File: src/rtl/noc_pkg.sv
// Shared NoC constants: packet geometry, header field positions (big-endian
// bit numbering, bit 0 = MSB) and output-port indices.
package noc_pkg;

    localparam int DEF_PACKET_WIDTH = 64;
    localparam int DEF_HOP_WIDTH    = 8;

    localparam int VC_BIT = 0;
    localparam int DX_BIT = 1;
    localparam int DY_BIT = 2;
    localparam int HX_MSB = 8;
    localparam int HX_LSB = HX_MSB + DEF_HOP_WIDTH - 1;
    localparam int HY_MSB = 16;
    localparam int HY_LSB = HY_MSB + DEF_HOP_WIDTH - 1;

    localparam int NUM_PORTS = 5;
    localparam int PORT_E    = 0;
    localparam int PORT_W    = 1;
    localparam int PORT_N    = 2;
    localparam int PORT_S    = 3;
    localparam int PORT_PE   = 4;

endpackage

File: src/rtl/noc_route_compute.sv
// Dimension-order (X then Y) route decision for one header, with the hop
// field of the chosen dimension decremented.
module noc_route_compute
    import noc_pkg::*;
#(
    parameter int HOP_WIDTH = DEF_HOP_WIDTH
) (
    input  logic                 i_dx,
    input  logic                 i_dy,
    input  logic [HOP_WIDTH-1:0] i_hx,
    input  logic [HOP_WIDTH-1:0] i_hy,
    output logic [NUM_PORTS-1:0] o_req,
    output logic [HOP_WIDTH-1:0] o_hx,
    output logic [HOP_WIDTH-1:0] o_hy
);

    // X hops are consumed first; a field is only decremented when non-zero.
    always_comb begin
        o_req = '0;
        o_hx  = i_hx;
        o_hy  = i_hy;
        if (i_hx != '0) begin
            if (i_dx) begin
                o_req[PORT_W] = 1'b1;
            end else begin
                o_req[PORT_E] = 1'b1;
            end
            o_hx = i_hx - HOP_WIDTH'(1);
        end else if (i_hy != '0) begin
            if (i_dy) begin
                o_req[PORT_S] = 1'b1;
            end else begin
                o_req[PORT_N] = 1'b1;
            end
            o_hy = i_hy - HOP_WIDTH'(1);
        end else begin
            o_req[PORT_PE] = 1'b1;
        end
    end

endmodule

File: src/rtl/router_input_channel.sv
// Router input port: two one-packet VC buffers written/read on alternating
// polarity, with XY route request and hop-updated packet to the crossbar.
module router_input_channel
    import noc_pkg::*;
#(
    parameter int PACKET_WIDTH = DEF_PACKET_WIDTH,
    parameter int HOP_WIDTH    = DEF_HOP_WIDTH
) (
    input  logic                    clk,
    input  logic                    reset,
    input  logic                    in_si,
    output logic                    in_ri,
    input  logic [0:PACKET_WIDTH-1] in_di,
    output logic                    polarity,
    output logic [NUM_PORTS-1:0]    req,
    input  logic                    gnt,
    output logic [0:PACKET_WIDTH-1] dout,
    output logic [1:0]              vc_full
);

    logic                    r_polarity;
    logic [1:0]              r_vc_full;
    logic [0:PACKET_WIDTH-1] r_buf [2];

    logic                    w_wr_vc;
    logic                    w_rd_vc;
    logic [0:PACKET_WIDTH-1] w_rd_pkt;
    logic [NUM_PORTS-1:0]    w_req_raw;
    logic [HOP_WIDTH-1:0]    w_hx;
    logic [HOP_WIDTH-1:0]    w_hy;
    logic                    w_accept;
    logic                    w_release;

    assign w_wr_vc   = r_polarity;
    assign w_rd_vc   = ~r_polarity;
    assign w_rd_pkt  = r_buf[w_rd_vc];
    assign in_ri     = ~r_vc_full[w_wr_vc];
    assign w_accept  = in_si & in_ri;
    assign w_release = gnt & (req != '0);
    assign polarity  = r_polarity;
    assign vc_full   = r_vc_full;

    noc_route_compute #(
        .HOP_WIDTH (HOP_WIDTH)
    ) u_route (
        .i_dx  (w_rd_pkt[DX_BIT]),
        .i_dy  (w_rd_pkt[DY_BIT]),
        .i_hx  (w_rd_pkt[HX_MSB:HX_LSB]),
        .i_hy  (w_rd_pkt[HY_MSB:HY_LSB]),
        .o_req (w_req_raw),
        .o_hx  (w_hx),
        .o_hy  (w_hy)
    );

    // Crossbar view of the read VC; silent when that VC holds nothing.
    always_comb begin
        req  = '0;
        dout = '0;
        if (r_vc_full[w_rd_vc]) begin
            req                  = w_req_raw;
            dout                 = w_rd_pkt;
            dout[HX_MSB:HX_LSB]  = w_hx;
            dout[HY_MSB:HY_LSB]  = w_hy;
            dout[VC_BIT]         = w_rd_vc;
        end else begin
            req  = '0;
            dout = '0;
        end
    end

    // Polarity, buffers and valid bits; write and release always target different VCs.
    always_ff @(posedge clk or negedge reset) begin
        if (!reset) begin
            r_polarity <= 1'b0;
            r_vc_full  <= 2'b00;
            r_buf[0]   <= '0;
            r_buf[1]   <= '0;
        end else begin
            r_polarity <= ~r_polarity;
            if (w_accept) begin
                r_buf[w_wr_vc]     <= in_di;
                r_vc_full[w_wr_vc] <= 1'b1;
            end
            if (w_release) begin
                r_vc_full[w_rd_vc] <= 1'b0;
            end
        end
    end

endmodule

File: config.mk
export PLATFORM = sky130hd
export DESIGN_NAME = router_input_channel
export DESIGN_NICKNAME = d
export VERILOG_FILES = /design/src/rtl/noc_pkg.sv /design/src/rtl/noc_route_compute.sv /design/src/rtl/router_input_channel.sv
export SDC_FILE = /design/constraint.sdc
export NUM_CORES = 1
export LEC_CHECK = 0
export CORE_ASPECT_RATIO = 1.2
export CORE_MARGIN = 2
export CORE_UTILIZATION = 56
export CTS_CLUSTER_SIZE = 8
export DETAILED_ROUTE_END_ITERATION = 8
export PLACE_DENSITY_LB_ADDON = 0.2
export SYNTH_ARGS = -nofsm -noshare
export SYNTH_HDL_FRONTEND = slang
export SYNTH_HIERARCHICAL = 1
export SYNTH_SLANG_ARGS = --single-unit
File: constraint.sdc
create_clock -name clk -period 10 [get_ports clk]
set_clock_uncertainty 0.2 [all_clocks]
set_input_delay 2.5 -clock clk [delete_from_list [all_inputs] [get_ports clk]]
set_output_delay 2.5 -clock clk [all_outputs]
set_load 0.1 [all_outputs]
== Yosys cells after proc, flatten, opt, wreduce, memory -nomap -nowiden ==
Cells that the tools add are included.

* Add/sub/neg operators: 2
* Magnitude comparators: 7
* Multiplexer cells: 29
* Multiply operators: 0
* Shift operators: 0
* Reduce and logical (&&, ||, !) cells: 6
* Equality and inequality tests: 0
* Div/mod/pow operators: 0
* Bitwise operators: 9

{| class="wikitable"
|+ Operators with widths
! cell !! number
|-
| 63-bit two-way mux || 3
|-
| 128-bit bitwise mux || 1
|-
| 64-bit two-way mux || 2
|-
| 64-bit demux with 1-bit select || 1
|-
| 8-bit two-way mux || 3
|-
| 8-bit nonzero test || 2
|-
| 8-bit by 1-bit subtractor with 8-bit output, second input constant || 2
|-
| 1-bit two-way mux || 11
|-
| 2-bit two-way mux || 4
|-
| 5-bit two-way mux || 1
|-
| 5-bit nonzero test || 1
|-
| 2-bit >= comparator, second input constant || 2
|-
| 1-bit by 2-bit less-than comparator with 1-bit output, second input constant || 2
|-
| 1-bit inverter with 2-bit output || 2
|-
| 1-bit logical AND || 3
|-
| 3-bit two-way mux || 1
|-
| 1-bit AND || 2
|-
| 2-bit AND || 1
|-
| 1-bit demux with 1-bit select || 2
|-
| 1-bit >= comparator, second input constant || 2
|-
| 2-bit by 1-bit less-than comparator with 1-bit output, second input constant || 1
|-
| 1-bit inverter || 2
|-
| 2-bit inverter || 1
|-
| 2-bit OR || 1
|}

* Memories kept: 0
* Bits in registers: 131
* Bits in latches: 0
* Word-level logic and storage cells: 57
* Bits in read-only memories: 0
* Output and inout bits: 73
* Bits in writable memories: 0
* Bits of input ports: 68

== Longest topological paths before layout ==
* Depth after elaboration: 12
* Depth in mapped cells: 12
* Mapped depth without buffers: 9

== Cells and area by module ==
Netlist, hierarchy kept.

{| class="wikitable"
|+ Modules (own cells, without submodules)
! module !! seq. area each (um^2) !! area each (um^2) !! cells an instance !! instances
|-
| router_input_channel || 3228.1 || 6114.6 || 428 || 1
|-
| noc_route_compute || 0.0 || 548.0 || 74 || 1
|}

== Least setup slack after synthesis ==
Ideal clock, no wire load.

* Path type: register -> output
* Start: register r_polarity (netlist: polarity)
* End: output port dout[20] (netlist bit)
* Arrival time: 4.610 ns
* Stages on the path, launching flop included: 11
* Path slack: 2.690 ns
* Data required time: 7.300 ns
* Path buffers: 3
* Path through: dfrtp_1 > buf_4 > buf_2 > buf_2 > mux2_2 > inv_1 > ha_1 > or4b_2 > nor4_1 > mux2_2 > nor2b_1

* Elaborated cells on any way between the ends: 13
* Classes of those cells: 1 x add/sub; 8 x mux; 2 x bitwise; 2 x reduce/logical

{| class="wikitable"
|+ RTL lines
! element !! RTL line !! source
|-
| start: declaration || router_input_channel.sv:21 || <nowiki>logic r_polarity;</nowiki>
|-
| start signal: assignment || router_input_channel.sv:79 || <nowiki>r_polarity <= ~r_polarity;</nowiki>
|-
| 1-bit inverter || router_input_channel.sv:35 || <nowiki>assign w_rd_vc = ~r_polarity;</nowiki>
|-
| 1-bit inverter with 2-bit output (implied by the code) || router_input_channel.sv:36 || <nowiki>assign w_rd_pkt = r_buf[w_rd_vc];</nowiki>
|-
| 63-bit two-way mux (implied by the code) (3 in a row) || router_input_channel.sv:36 ||
|-
| named net w_rd_pkt (one bit) || router_input_channel.sv:27 || <nowiki>logic [0:PACKET_WIDTH-1] w_rd_pkt;</nowiki>
|-
| 8-bit nonzero test || noc_route_compute.sv:22 || <nowiki>if (i_hx != '0) begin</nowiki>
|-
| 8-bit two-way mux || noc_route_compute.sv:22 ||
|-
| named net w_hy[3] || router_input_channel.sv:30 || <nowiki>logic [HOP_WIDTH-1:0] w_hy;</nowiki>
|-
| 64-bit two-way mux || router_input_channel.sv:59 || <nowiki>if (r_vc_full[w_rd_vc]) begin</nowiki>
|-
| end: declaration || router_input_channel.sv:17 || <nowiki>output logic [0:PACKET_WIDTH-1] dout,</nowiki>
|}

The timed path passes the listed nets, and every way through them passes these cells. The select of a mux whose other input is x is not followed.

== Worst setup path after layout ==
* Start: register r_polarity (netlist: polarity)
* End: output port dout[17] (netlist bit)

The elaborated chain is that of the path after synthesis.

==> impl_metrics.tcl <==
set metrics [dict create \
    status "complete, no violations" \
    grt-ovfl-total 0 \
    setup-tns-final_ns 0 \
    synthArstFlopShare_pct 100.0 \
    drtPass1Iterations 4 \
    startpoint "polarity" \
    hold_depth 1 \
    via_per_inst 5.391 \
    cts_root_buffer "clkbuf_16" \
    routabilityCongestion 0.7791 \
    final_hold_viol_count 0 \
    worst_pin_slew_ns 1.018 \
    start_util_pct 57.60 \
    post_drt_wl_per_cell_um 17.74 \
    htree_num_levels 4 \
    cts.clk_slew.worst_paths_ns 0.05 \
    n_fill_cell 767 \
    clock-sinks 129 \
    die_y_um 123.5 \
    initialDrtViolationCount 200 \
    cp-start-kind "register" \
    fmax_mhz 134.1 \
    cts_resized 0 \
    die-area_mm2 0.01279 \
    finalSetupViolations 0 \
    cp-end-kind "output port" \
    rows 43 \
    synth_top_area_share_pct 48.45 \
    vias 4329 \
    hpwl_mm 9.124 \
    core_mm2 0.01157 \
    required_ns 7.30 \
    synth.area.top_cells "dfrtp_1 48%, mux2_2 15%, mux2_4 14%" \
    cts_tree "done" \
    ys_ff_latch 129 \
    drt-total-wl_mm 14.24 \
    reg2reg_depth 9 \
    finalCriticalPeriod_ns 7.459 \
    timing.rr.end "vc_full[0]" \
    synth_area_per_cell_um2 13.27 \
    synth_common_cells "129 x dfrtp_1, 90 x mux2_2, 60 x mux2_4" \
    grt_max_degree 69 \
    synthesis.area_mm2 0.006663 \
    ys.warnings.count 6 \
    holdBufCountCts 0 \
    drv_cap 0 \
    reg2reg_setup_slack_ns 5.98 \
    path_class "register to output port" \
    holdWs_ns 0.3020 \
    grt_usage_pct 23.46 \
    r2r-start "polarity" \
    synth_top_area_cell "dfrtp_1" \
    grt_pass1_wl_mm 23.59 \
    n_antenna_cell 0 \
    min_period_over_period_pct 74.59 \
    grt_pass1_vias 4723 \
    antenna_found_initial 0 \
    min_to "r_buf[28]" \
    relSlewSlack_pct 31.92 \
    syn_nets 574 \
    numCtsBuffers 17 \
    synth-seq-area-share_pct 48.45 \
    min_from "r_buf[28]" \
    area_delta_synth_final_pct 30.07 \
    drc 0 \
    post_cts_buffers 0 \
    drive_gt1_share_pct 30.34 \
    clk_path_buf_depth 2 \
    synth_edf_count 0 \
    ys_types 39 \
    postRouteAntennaNets 0 \
    cp_max_fo 45 \
    crit_arrival_ns 4.76 \
    fp.dieW_um 103.6 \
    fin_nets 706 \
    syn_inst 502 \
    io_buffers 139 \
    ys.flop_type "dfrtp_1" \
    min_path_type "register to register" \
    maxSlewViolCount 0 \
    rsz0062_at_grt "no" \
    synth.most_common_cell "dfrtp_1" \
    ios 141 \
    clk_latency_ns 0.40 \
]
cells in the final DEF (no fill, tap or decap), types with 2 or more instances in the layout:
| master | instances |
|---|---|
| clkinv_2 | 4 |
| mux2_4 | 60 |
| nand3_1 | 2 |
| inv_1 | 9 |
| nor3_1 | 2 |
| nor2_1 | 57 |
| dfrtp_1 | 128 |
| ha_1 | 4 |
| clkbuf_8 | 6 |
| nor3b_1 | 4 |
| mux2i_1 | 49 |
| nor4_1 | 2 |
| mux2_2 | 90 |
| clkbuf_1 | 3 |
| a21oi_1 | 4 |
| o21ai_0 | 3 |
| or3_1 | 3 |
| nand2_1 | 3 |
| clkbuf_16 | 17 |
| or4_1 | 2 |
| buf_4 | 5 |
| xnor2_1 | 5 |
| clkdlybuf4s50_1 | 138 |
| nor4_2 | 2 |
| nor2b_1 | 25 |
| inv_2 | 2 |
cells by family after synthesis:
| family | share of synthesized area, % |
|---|---|
| XOR/XNOR | 0.6572 |
| adder cells (fa/ha/maj) | 0.7512 |
| AND/OR/NAND/NOR | 8.920 |
| flip-flops | 48.45 |
| buffers and inverters | 3.700 |
| multiplexers | 36.09 |
| AO/OA/AOI/OAI | 1.427 |
per-stage QoR:
step	setup slack [ns]	instances	util [%]	cell area (um2)
after floorplan	2.690	502	-	6663
after global placement	2.989	772	69.99	8097
after detailed placement	3.001	772	69.99	8097
after CTS	2.528	803	74.92	8666
after global routing	2.352	803	74.92	8666
final	2.541	803	74.92	8666
critical path, cell delays in order (launching register included):
cell,delay [ns]
dfrtp_4,0.91
buf_4,0.54
mux2_2,0.51
nor4bb_1,0.61
nand3_1,0.17
mux2_2,0.28
nor2b_1,0.14
clkdlybuf4s50_1,1.16
layout make-up:
cell class / count / area [um2] / area share, %
clock inverters: 5 / 50.05 / 0.5775
clock buffers: 26 / 519.2 / 5.992
repair buffers: 143 / 1419 / 16.37
flip-flops and latches: 129 / 3232 / 37.29
inverters: 11 / 41.29 / 0.4765
multi-input cells: 332 / 3208 / 37.02
well taps: 157 / 196.4 / 2.267
flip-flops by register name (all words and copies together), names as in the netlist:
signal / cells
vc_full: 2
polarity: 1
r_buf: 126
worst max-delay path by stage:
stage               cells past startpoint  slack [ns]  endpoint
floorplan                              10        2.69  dout[20]
global placement                        7        2.99  dout[20]
detailed placement                      7        3.00  dout[20]
CTS                                     7        2.53  dout[17]
global route                            7        2.35  dout[17]
finish                                  7        2.54  dout[17]
layer usage:
layer  share of wire (%)  track usage [%]  up-vias
met5                   0                0        -
met2                  51            40.60      112
li1                    -                -     2018
met1                  43            28.61     2176
met4                 1.9            9.037        0
met3                 4.6            5.904       23
Power is left out: the tool's default activity adds up to more than one toggle a clock period on the data nets, which glitch-free logic cannot reach.
